==> config.mk <==
export PLATFORM = sky130hd
export DESIGN_NAME = addseq_ctrl_flat
export DESIGN_NICKNAME = d
export VERILOG_FILES = /design/src/rtl/addseq_pkg.sv /design/src/rtl/addseq_ctrl_if.sv /design/src/rtl/addseq_slice.sv /design/src/rtl/addseq_ctrl.sv /design/src/flat_wrapper.sv
export SDC_FILE = /design/constraint.sdc
export NUM_CORES = 1
export LEC_CHECK = 0
export BUFFER_PORTS_ARGS = -buffer_cell sky130_fd_sc_hd__buf_4
export CAP_MARGIN = 20
export CORE_UTILIZATION = 48
export CTS_CLUSTER_SIZE = 30
export DETAILED_ROUTE_END_ITERATION = 8
export PLACE_DENSITY_LB_ADDON = 0.25
export SLEW_MARGIN = 20
export SYNTH_ARGS = -nofsm -noshare
export SYNTH_HDL_FRONTEND = slang
export SYNTH_SLANG_ARGS = --single-unit
==> constraint.sdc <==
create_clock -name clk -period 4.05 [get_ports clk]
set_input_delay 0.6075 -clock clk [delete_from_list [all_inputs] [get_ports clk]]
set_output_delay 0.6075 -clock clk [all_outputs]
set_load 0.01 [all_outputs]
==> src/rtl/addseq_pkg.sv <==
// Shared definitions for the sliced add/subtract sequencer.
// Optional status flags are enabled with the ADDSEQ_FLAGS_EN macro.
package addseq_pkg;

  typedef enum logic [1:0] {
    IDLE = 2'd0,
    RUN  = 2'd1,
    DONE = 2'd2
  } state_t;

  localparam int DEF_DATA_W  = 32;
  localparam int DEF_SLICE_W = 8;

  // Width of the slice index register; never narrower than one bit so a
  // single-slice build still has a legal register.
  function automatic int idx_w(input int nslice);
    return (nslice <= 1) ? 1 : $clog2(nslice);
  endfunction

endpackage

==> src/rtl/addseq_ctrl_if.sv <==
// Request/response bundle for addseq_ctrl: operand handshake in, result
// handshake out. Flag signals exist only when ADDSEQ_FLAGS_EN is defined.
interface addseq_ctrl_if
  import addseq_pkg::*;
#(
  parameter int DATA_W = DEF_DATA_W
);

  logic              in_valid;
  logic              in_ready;
  logic [DATA_W-1:0] op1;
  logic [DATA_W-1:0] op2;
  logic              sub;
  logic              out_valid;
  logic              out_ready;
  logic [DATA_W-1:0] result;
  logic              cout;
`ifdef ADDSEQ_FLAGS_EN
  logic              zero;
  logic              neg;
  logic              ovf;
`endif

  // Requester / consumer side
  modport master (
    output in_valid, op1, op2, sub, out_ready,
`ifdef ADDSEQ_FLAGS_EN
    input  zero, neg, ovf,
`endif
    input  in_ready, out_valid, result, cout
  );

  // Sequencer side
  modport slave (
    input  in_valid, op1, op2, sub, out_ready,
`ifdef ADDSEQ_FLAGS_EN
    output zero, neg, ovf,
`endif
    output in_ready, out_valid, result, cout
  );

endinterface

==> src/rtl/addseq_slice.sv <==
// Combinational W-bit ripple-carry adder slice shared across all cycles of
// an operation. With ADDSEQ_FLAGS_EN it also exposes the carry into the MSB
// so the controller can derive signed overflow.
module addseq_slice #(
  parameter int W = 8
) (
  input  logic [W-1:0] a,
  input  logic [W-1:0] b,
  input  logic         cin,
  output logic [W-1:0] sum,
`ifdef ADDSEQ_FLAGS_EN
  output logic         cmsb,
`endif
  output logic         cout
);

  logic [W:0] carry;

  assign carry[0] = cin;

  for (genvar gi = 0; gi < W; gi++) begin : g_bit
    assign sum[gi]       = a[gi] ^ b[gi] ^ carry[gi];
    assign carry[gi + 1] = (a[gi] & b[gi]) | (a[gi] & carry[gi]) | (b[gi] & carry[gi]);
  end

  assign cout = carry[W];
`ifdef ADDSEQ_FLAGS_EN
  assign cmsb = carry[W-1];
`endif

endmodule

==> src/rtl/addseq_ctrl.sv <==
// Area-reduced DATA_W-bit add/subtract: one SLICE_W-bit slice processed per
// cycle, LSB first, with the inter-slice carry held in a register.
// Optional zero/neg/ovf outputs are enabled with the ADDSEQ_FLAGS_EN macro.
module addseq_ctrl
  import addseq_pkg::*;
#(
  parameter int DATA_W  = DEF_DATA_W,
  parameter int SLICE_W = DEF_SLICE_W
) (
  input logic          clk,
  input logic          rst,
  addseq_ctrl_if.slave bus
);

  localparam int NSLICE = DATA_W / SLICE_W;
  localparam int IDX_W  = idx_w(NSLICE);
  localparam logic [IDX_W-1:0]  LAST_IDX   = IDX_W'(NSLICE - 1);
  localparam logic [DATA_W-1:0] SLICE_MASK = DATA_W'({SLICE_W{1'b1}});

  if ((SLICE_W < 1) || (DATA_W < SLICE_W) || ((DATA_W % SLICE_W) != 0)) begin : g_bad_cfg
    $error("addseq_ctrl: DATA_W (%0d) must be a positive multiple of SLICE_W (%0d)",
           DATA_W, SLICE_W);
  end

  state_t              state_q, state_d;
  logic [IDX_W-1:0]    idx_q, idx_d;
  logic                carry_q, carry_d;
  logic [DATA_W-1:0]   op1_q, op1_d;
  logic [DATA_W-1:0]   op2_q, op2_d;   // already inverted for subtraction
  logic [DATA_W-1:0]   result_q, result_d;
  logic                cout_q, cout_d;
`ifdef ADDSEQ_FLAGS_EN
  logic                zero_q, zero_d;
  logic                neg_q, neg_d;
  logic                ovf_q, ovf_d;
  logic                sl_cmsb;
`endif

  int                  slice_base;
  logic [SLICE_W-1:0]  sl_a, sl_b, sl_sum;
  logic                sl_cout;
  logic [DATA_W-1:0]   merged;
  logic                in_ready_c, out_valid_c;

  // Select the current slice of both operands and splice its sum into the result
  always_comb begin
    slice_base = int'(idx_q) * SLICE_W;
    sl_a       = SLICE_W'(op1_q >> slice_base);
    sl_b       = SLICE_W'(op2_q >> slice_base);
    merged     = (result_q & ~(SLICE_MASK << slice_base))
               | (DATA_W'(sl_sum) << slice_base);
  end

  addseq_slice #(
    .W (SLICE_W)
  ) u_slice (
    .a    (sl_a),
    .b    (sl_b),
    .cin  (carry_q),
    .sum  (sl_sum),
`ifdef ADDSEQ_FLAGS_EN
    .cmsb (sl_cmsb),
`endif
    .cout (sl_cout)
  );

  // Next-state and handshake outputs for the IDLE/RUN/DONE sequence
  always_comb begin
    state_d     = state_q;
    idx_d       = idx_q;
    carry_d     = carry_q;
    op1_d       = op1_q;
    op2_d       = op2_q;
    result_d    = result_q;
    cout_d      = cout_q;
`ifdef ADDSEQ_FLAGS_EN
    zero_d      = zero_q;
    neg_d       = neg_q;
    ovf_d       = ovf_q;
`endif
    in_ready_c  = 1'b0;
    out_valid_c = 1'b0;

    case (state_q)
      IDLE: begin
        in_ready_c = 1'b1;
        if (bus.in_valid) begin
          op1_d   = bus.op1;
          op2_d   = bus.sub ? ~bus.op2 : bus.op2;
          carry_d = bus.sub;  // +1 completes the two's-complement negate
          idx_d   = '0;
          state_d = RUN;
        end
      end

      RUN: begin
        result_d = merged;
        carry_d  = sl_cout;
        idx_d    = idx_q + 1'b1;
        if (idx_q == LAST_IDX) begin
          cout_d  = sl_cout;
`ifdef ADDSEQ_FLAGS_EN
          zero_d  = (merged == '0);
          neg_d   = sl_sum[SLICE_W-1];
          ovf_d   = sl_cmsb ^ sl_cout;
`endif
          state_d = DONE;
        end
      end

      DONE: begin
        out_valid_c = 1'b1;
        if (bus.out_ready) begin
          state_d = IDLE;
        end
      end

      default: begin
        state_d = IDLE;
      end
    endcase
  end

  // State, operand, carry and result registers with synchronous reset
  always_ff @(posedge clk) begin
    if (rst) begin
      state_q  <= IDLE;
      idx_q    <= '0;
      carry_q  <= 1'b0;
      op1_q    <= '0;
      op2_q    <= '0;
      result_q <= '0;
      cout_q   <= 1'b0;
`ifdef ADDSEQ_FLAGS_EN
      zero_q   <= 1'b0;
      neg_q    <= 1'b0;
      ovf_q    <= 1'b0;
`endif
    end else begin
      state_q  <= state_d;
      idx_q    <= idx_d;
      carry_q  <= carry_d;
      op1_q    <= op1_d;
      op2_q    <= op2_d;
      result_q <= result_d;
      cout_q   <= cout_d;
`ifdef ADDSEQ_FLAGS_EN
      zero_q   <= zero_d;
      neg_q    <= neg_d;
      ovf_q    <= ovf_d;
`endif
    end
  end

  assign bus.in_ready  = in_ready_c;
  assign bus.out_valid = out_valid_c;
  assign bus.result    = result_q;
  assign bus.cout      = cout_q;
`ifdef ADDSEQ_FLAGS_EN
  assign bus.zero      = zero_q;
  assign bus.neg       = neg_q;
  assign bus.ovf       = ovf_q;
`endif

endmodule

==> src/flat_wrapper.sv <==
// flat-port wrapper written by rule: the top's interface ports become plain ports
module addseq_ctrl_flat import addseq_pkg::*;
#(
  parameter int DATA_W  = DEF_DATA_W,
  parameter int SLICE_W = DEF_SLICE_W
)
  (clk, rst, bus_in_valid, bus_op1, bus_op2, bus_sub, bus_out_ready, bus_in_ready, bus_out_valid, bus_result, bus_cout);
  addseq_ctrl_if #(.DATA_W(DATA_W)) bus_i ();
  input logic clk;
  input logic rst;
  input wire logic [$bits(bus_i.in_valid)-1:0] bus_in_valid;
  input wire logic [$bits(bus_i.op1)-1:0] bus_op1;
  input wire logic [$bits(bus_i.op2)-1:0] bus_op2;
  input wire logic [$bits(bus_i.sub)-1:0] bus_sub;
  input wire logic [$bits(bus_i.out_ready)-1:0] bus_out_ready;
  output wire logic [$bits(bus_i.in_ready)-1:0] bus_in_ready;
  output wire logic [$bits(bus_i.out_valid)-1:0] bus_out_valid;
  output wire logic [$bits(bus_i.result)-1:0] bus_result;
  output wire logic [$bits(bus_i.cout)-1:0] bus_cout;
  assign bus_i.in_valid = bus_in_valid;
  assign bus_i.op1 = bus_op1;
  assign bus_i.op2 = bus_op2;
  assign bus_i.sub = bus_sub;
  assign bus_i.out_ready = bus_out_ready;
  assign bus_in_ready = bus_i.in_ready;
  assign bus_out_valid = bus_i.out_valid;
  assign bus_result = bus_i.result;
  assign bus_cout = bus_i.cout;
  addseq_ctrl #(.DATA_W(DATA_W), .SLICE_W(SLICE_W)) u_core (.clk(clk), .rst(rst), .bus(bus_i));
endmodule
==> summary.txt <==
STA
  – Fmax: around 250 MHz
  – Worst hold slack: roughly 0.46 ns
  – Setup Viol. Count Final: 0
  – Setup TNS: 0 ns
  – RSZ-0062 raised after global routing: yes
  – Skew final: 0.0125 ns
  – Final Hold Fails: 0
  – Slew @ Worst Pin: approximately 1.0 ns
  – Worst relative slew slack: 32.7%
  – Final worst-path cycle share: 99.7%
  – Clock period minus worst slack: 4.04 ns
  – Max Slew Vio Count: 0

Yosys
  – Flip-flop and latch count after synthesis: 102
  – Asr flop ratio synth: 0%
  – Yosys Warn Count: 0
  – Mean Syn Cell Area: 10.1 um^2
  – Seq/Total Area, Yosys: 45.8%
  – Synthesized cell area: ~4500 um^2
  – Main flop type after synthesis: dfxtp_1
  – Syn Nets: 524
  – Cells after Synth: around 440
  – Post-synth EDFFs: 0
  – Number of distinct library cells after synthesis: 30

Clocking
  – Postcts setup bufs: 0
  – H-tree depth: 3
  – Inserted Clock Buffers: 9
  – CTS Hold Bufs: 0
  – Clk slew on worst S/H paths: 0.09 ns
  – TritonCTS Sinks: 102
  – Root Buffer: clkbuf_8
  – CTS tree: done
  – Worst-skew pair later-pin latency: 0.36 ns
  – Clk buf depth: 2

GRT
  – Vias in the first global route: 3288
  – Total track usage: 21.2%
  – Initial antenna violation count: 0
  – Grt ovf: 0
  – First-pass GRT wire length: roughly 16000 um
  – Pin count of the biggest net entering global routing: 83

Cells and area
  – Share of cells above drive strength 1: 30.7%
  – Number of fill cells: 786
  – Fin nets: between 600 and 700
  – Cell area after layout: about 5500 um^2
  – Most frequent cells in the layout: 112 x buf_4, 100 x dfxtp_1, 65 x nand2_1
  – Area Overhead vs Synth: 23.2%
  – Commonest non-fill, non-tap cell in the layout: buf_4
  – Ant. Diodes: 0

Place
  – Port Buffers: 103
  – RePlAce Congestion: 0.778
  – Detailed Place HPWL: roughly 7000 um
  – Area post-placement: around 5300 um^2

Run status
  – Outcome: finished with violations
  – Failing checks: design-rule violations

Floorplanning
  – Core area: ~8800 um^2
  – Starting density of the core: 50.4%
  – Row count: 34
  – Die Wd: around 98 um
  – I/O pin count: roughly 100
  – Area of the die: 9670 um^2
  – Die Y: 98.3 um

Drt
  – Total iterations of the first detailed-routing run: 6
  – ANT nets after route: 0
  – Post-route DRC: 7
  – Routed WL: approximately 9600 um
  – Via count: roughly 3400
  – Iter 0 DRT Violations: 169
  – Routed vias/inst: 5.30
  – DR WL/cell: 14.8 um

Worst setup path
  – Worst setup SP type: register
  – CP Cell Sequence: mux4_2, fa_2, inv_2, fa_2, fa_2, fa_2, fa_2, fa_2, fa_2, inv_2, fa_1, nor2b_4, a22o_1
  – CP max-delay cell: fa_1
  – Worst Path Arrival: 4.28 ns
  – Critical Path Most Common Cell: fa_2
  – Largest stage delay, worst path: 0.41 ns
  – Critical Path End Type: register
  – Crit path max fanout: 5
  – Crit Path Class: reg -> reg
  – Critical Path RT: 4.30 ns

Power and ir drop
  – Power Density: 378 nW/um^2
  – VDD IR-drop max: 212 uV
  – Leak: about 2.2 nW
  – Pwr Total: 2.08 mW

Run
  – Max-Cap Viols: 0

Min path
  – Hold/Removal Path Class: reg -> reg
## Yosys cell counts, types with 2 or more instances
cell type / n / share of area, %
dfxtp_1: 102 / 46
nand2_1: 65 / 5.5
nor2_1: 43 / 3.6
a21oi_1: 34 / 3.8
a211oi_1: 32 / 5.4
a22o_1: 32 / 6.3
xnor2_1: 32 / 6.3
buf_2: 21 / 2.4
inv_1: 18 / 1.5
mux4_2: 16 / 8.1
fa_1: 8 / 3.6
buf_4: 5 / 0.84
clkbuf_1: 5 / 0.42
a21oi_2: 4 / 0.79
ha_1: 4 / 1.1
nor3_4: 4 / 1.5
nor2b_1: 3 / 0.42
buf_1: 2 / 0.17
mux2i_1: 2 / 0.45
## state kept, by name, summed over array words and instances (netlist names)
register and cells:
u_core.op2_q 32, u_core.idx_q 2, u_core.bus.result 32, u_core.state_q 2, u_core.bus.cout 1, u_core.carry_q 1, u_core.op1_q 32
## worst paths after layout
kind / start / end / slack, ns / cells past startpoint
worst min-delay path: u_core.op1_q[13] / u_core.op1_q[13] / 0.46 / 2
worst max-delay path: u_core.idx_q[0] / u_core.bus.result[15] / 0.01 / 13
worst max register to register: u_core.idx_q[0] / u_core.bus.result[15] / 0.01 / 13
worst min register to register: u_core.op1_q[13] / u_core.op1_q[13] / 0.46 / 2
## metrics by stage
| step | utilization (%) | cells | setup WS (ns) |
|---|---|---|---|
| 6_report | 62.0 | 646 | 0.0139 |
| 5_1_grt | 62.0 | 646 | -0.0942 |
| 4_1_cts | 62.0 | 646 | -0.0120 |
| 3_5_place_dp | 59.7 | 630 | -0.0626 |
| 3_3_place_gp | 59.7 | 630 | -0.00438 |
| 2_1_floorplan | - | 443 | 0.0253 |
## cell type report
class | count | area (um^2) | share of cell area (%)
inverters | 18 | 67.6 | 1.23
clock buffers | 11 | 141 | 2.58
clock inverters | 5 | 56.3 | 1.03
well taps | 108 | 135 | 2.46
flip-flops and latches | 102 | 2050 | 37.3
repair buffers | 112 | 841 | 15.3
multi-input cells | 290 | 2200 | 40.1
## routing by layer
metal / part of all wire (%) / routed length [um] / track usage [%] / up-vias
li1: - / - / - / 1709
met1: 48 / 4570 / 29.5 / 1622
met2: 47 / 4530 / 34.1 / 82
met3: 4.2 / 406 / 3.87 / 9
met4: 0.95 / 91 / 5.17 / 0
met5: 0 / 0 / 0 / -
## what timing repair did
action	4_1_cts	5_1_grt
pin swaps	3	2
gates cloned	0	0
resized for setup	6	0
endpoints found under the setup margin	4	4
## report_power, final
part           internal (mW)  leakage (nW)  switching, mW
clock                  0.303        0.0997          0.335
sequential              1.06         0.837         0.0373
combinational          0.167          1.23          0.173
total                   1.53          2.17          0.545
## critical path: cells and delay by family, from the launching register on
| family | cells | cell delay, ns |
|---|---|---|
| DFF | 1 | 0.38 |
| and+or+nand+nor | 1 | 0.16 |
| AOI/OAI and AO/OA | 1 | 0.24 |
| adders and majority gates | 8 | 2.69 |
| muxes | 1 | 0.36 |
| buffers and inverters | 2 | 0.10 |
## kinds of logic after synthesis
kind of cell             count (synthesis)  synth area share (%)
flip-flops                             102                  45.8
AND/OR/NAND/NOR                        123                  12.5
adder cells (fa/ha/maj)                 12                  4.72
XOR/XNOR                                32                  6.29
multiplexers                            18                  8.54
buffers and inverters                   51                  5.31
AO/OA/AOI/OAI                          105                  16.8
(Power assumes the default switching activity.)
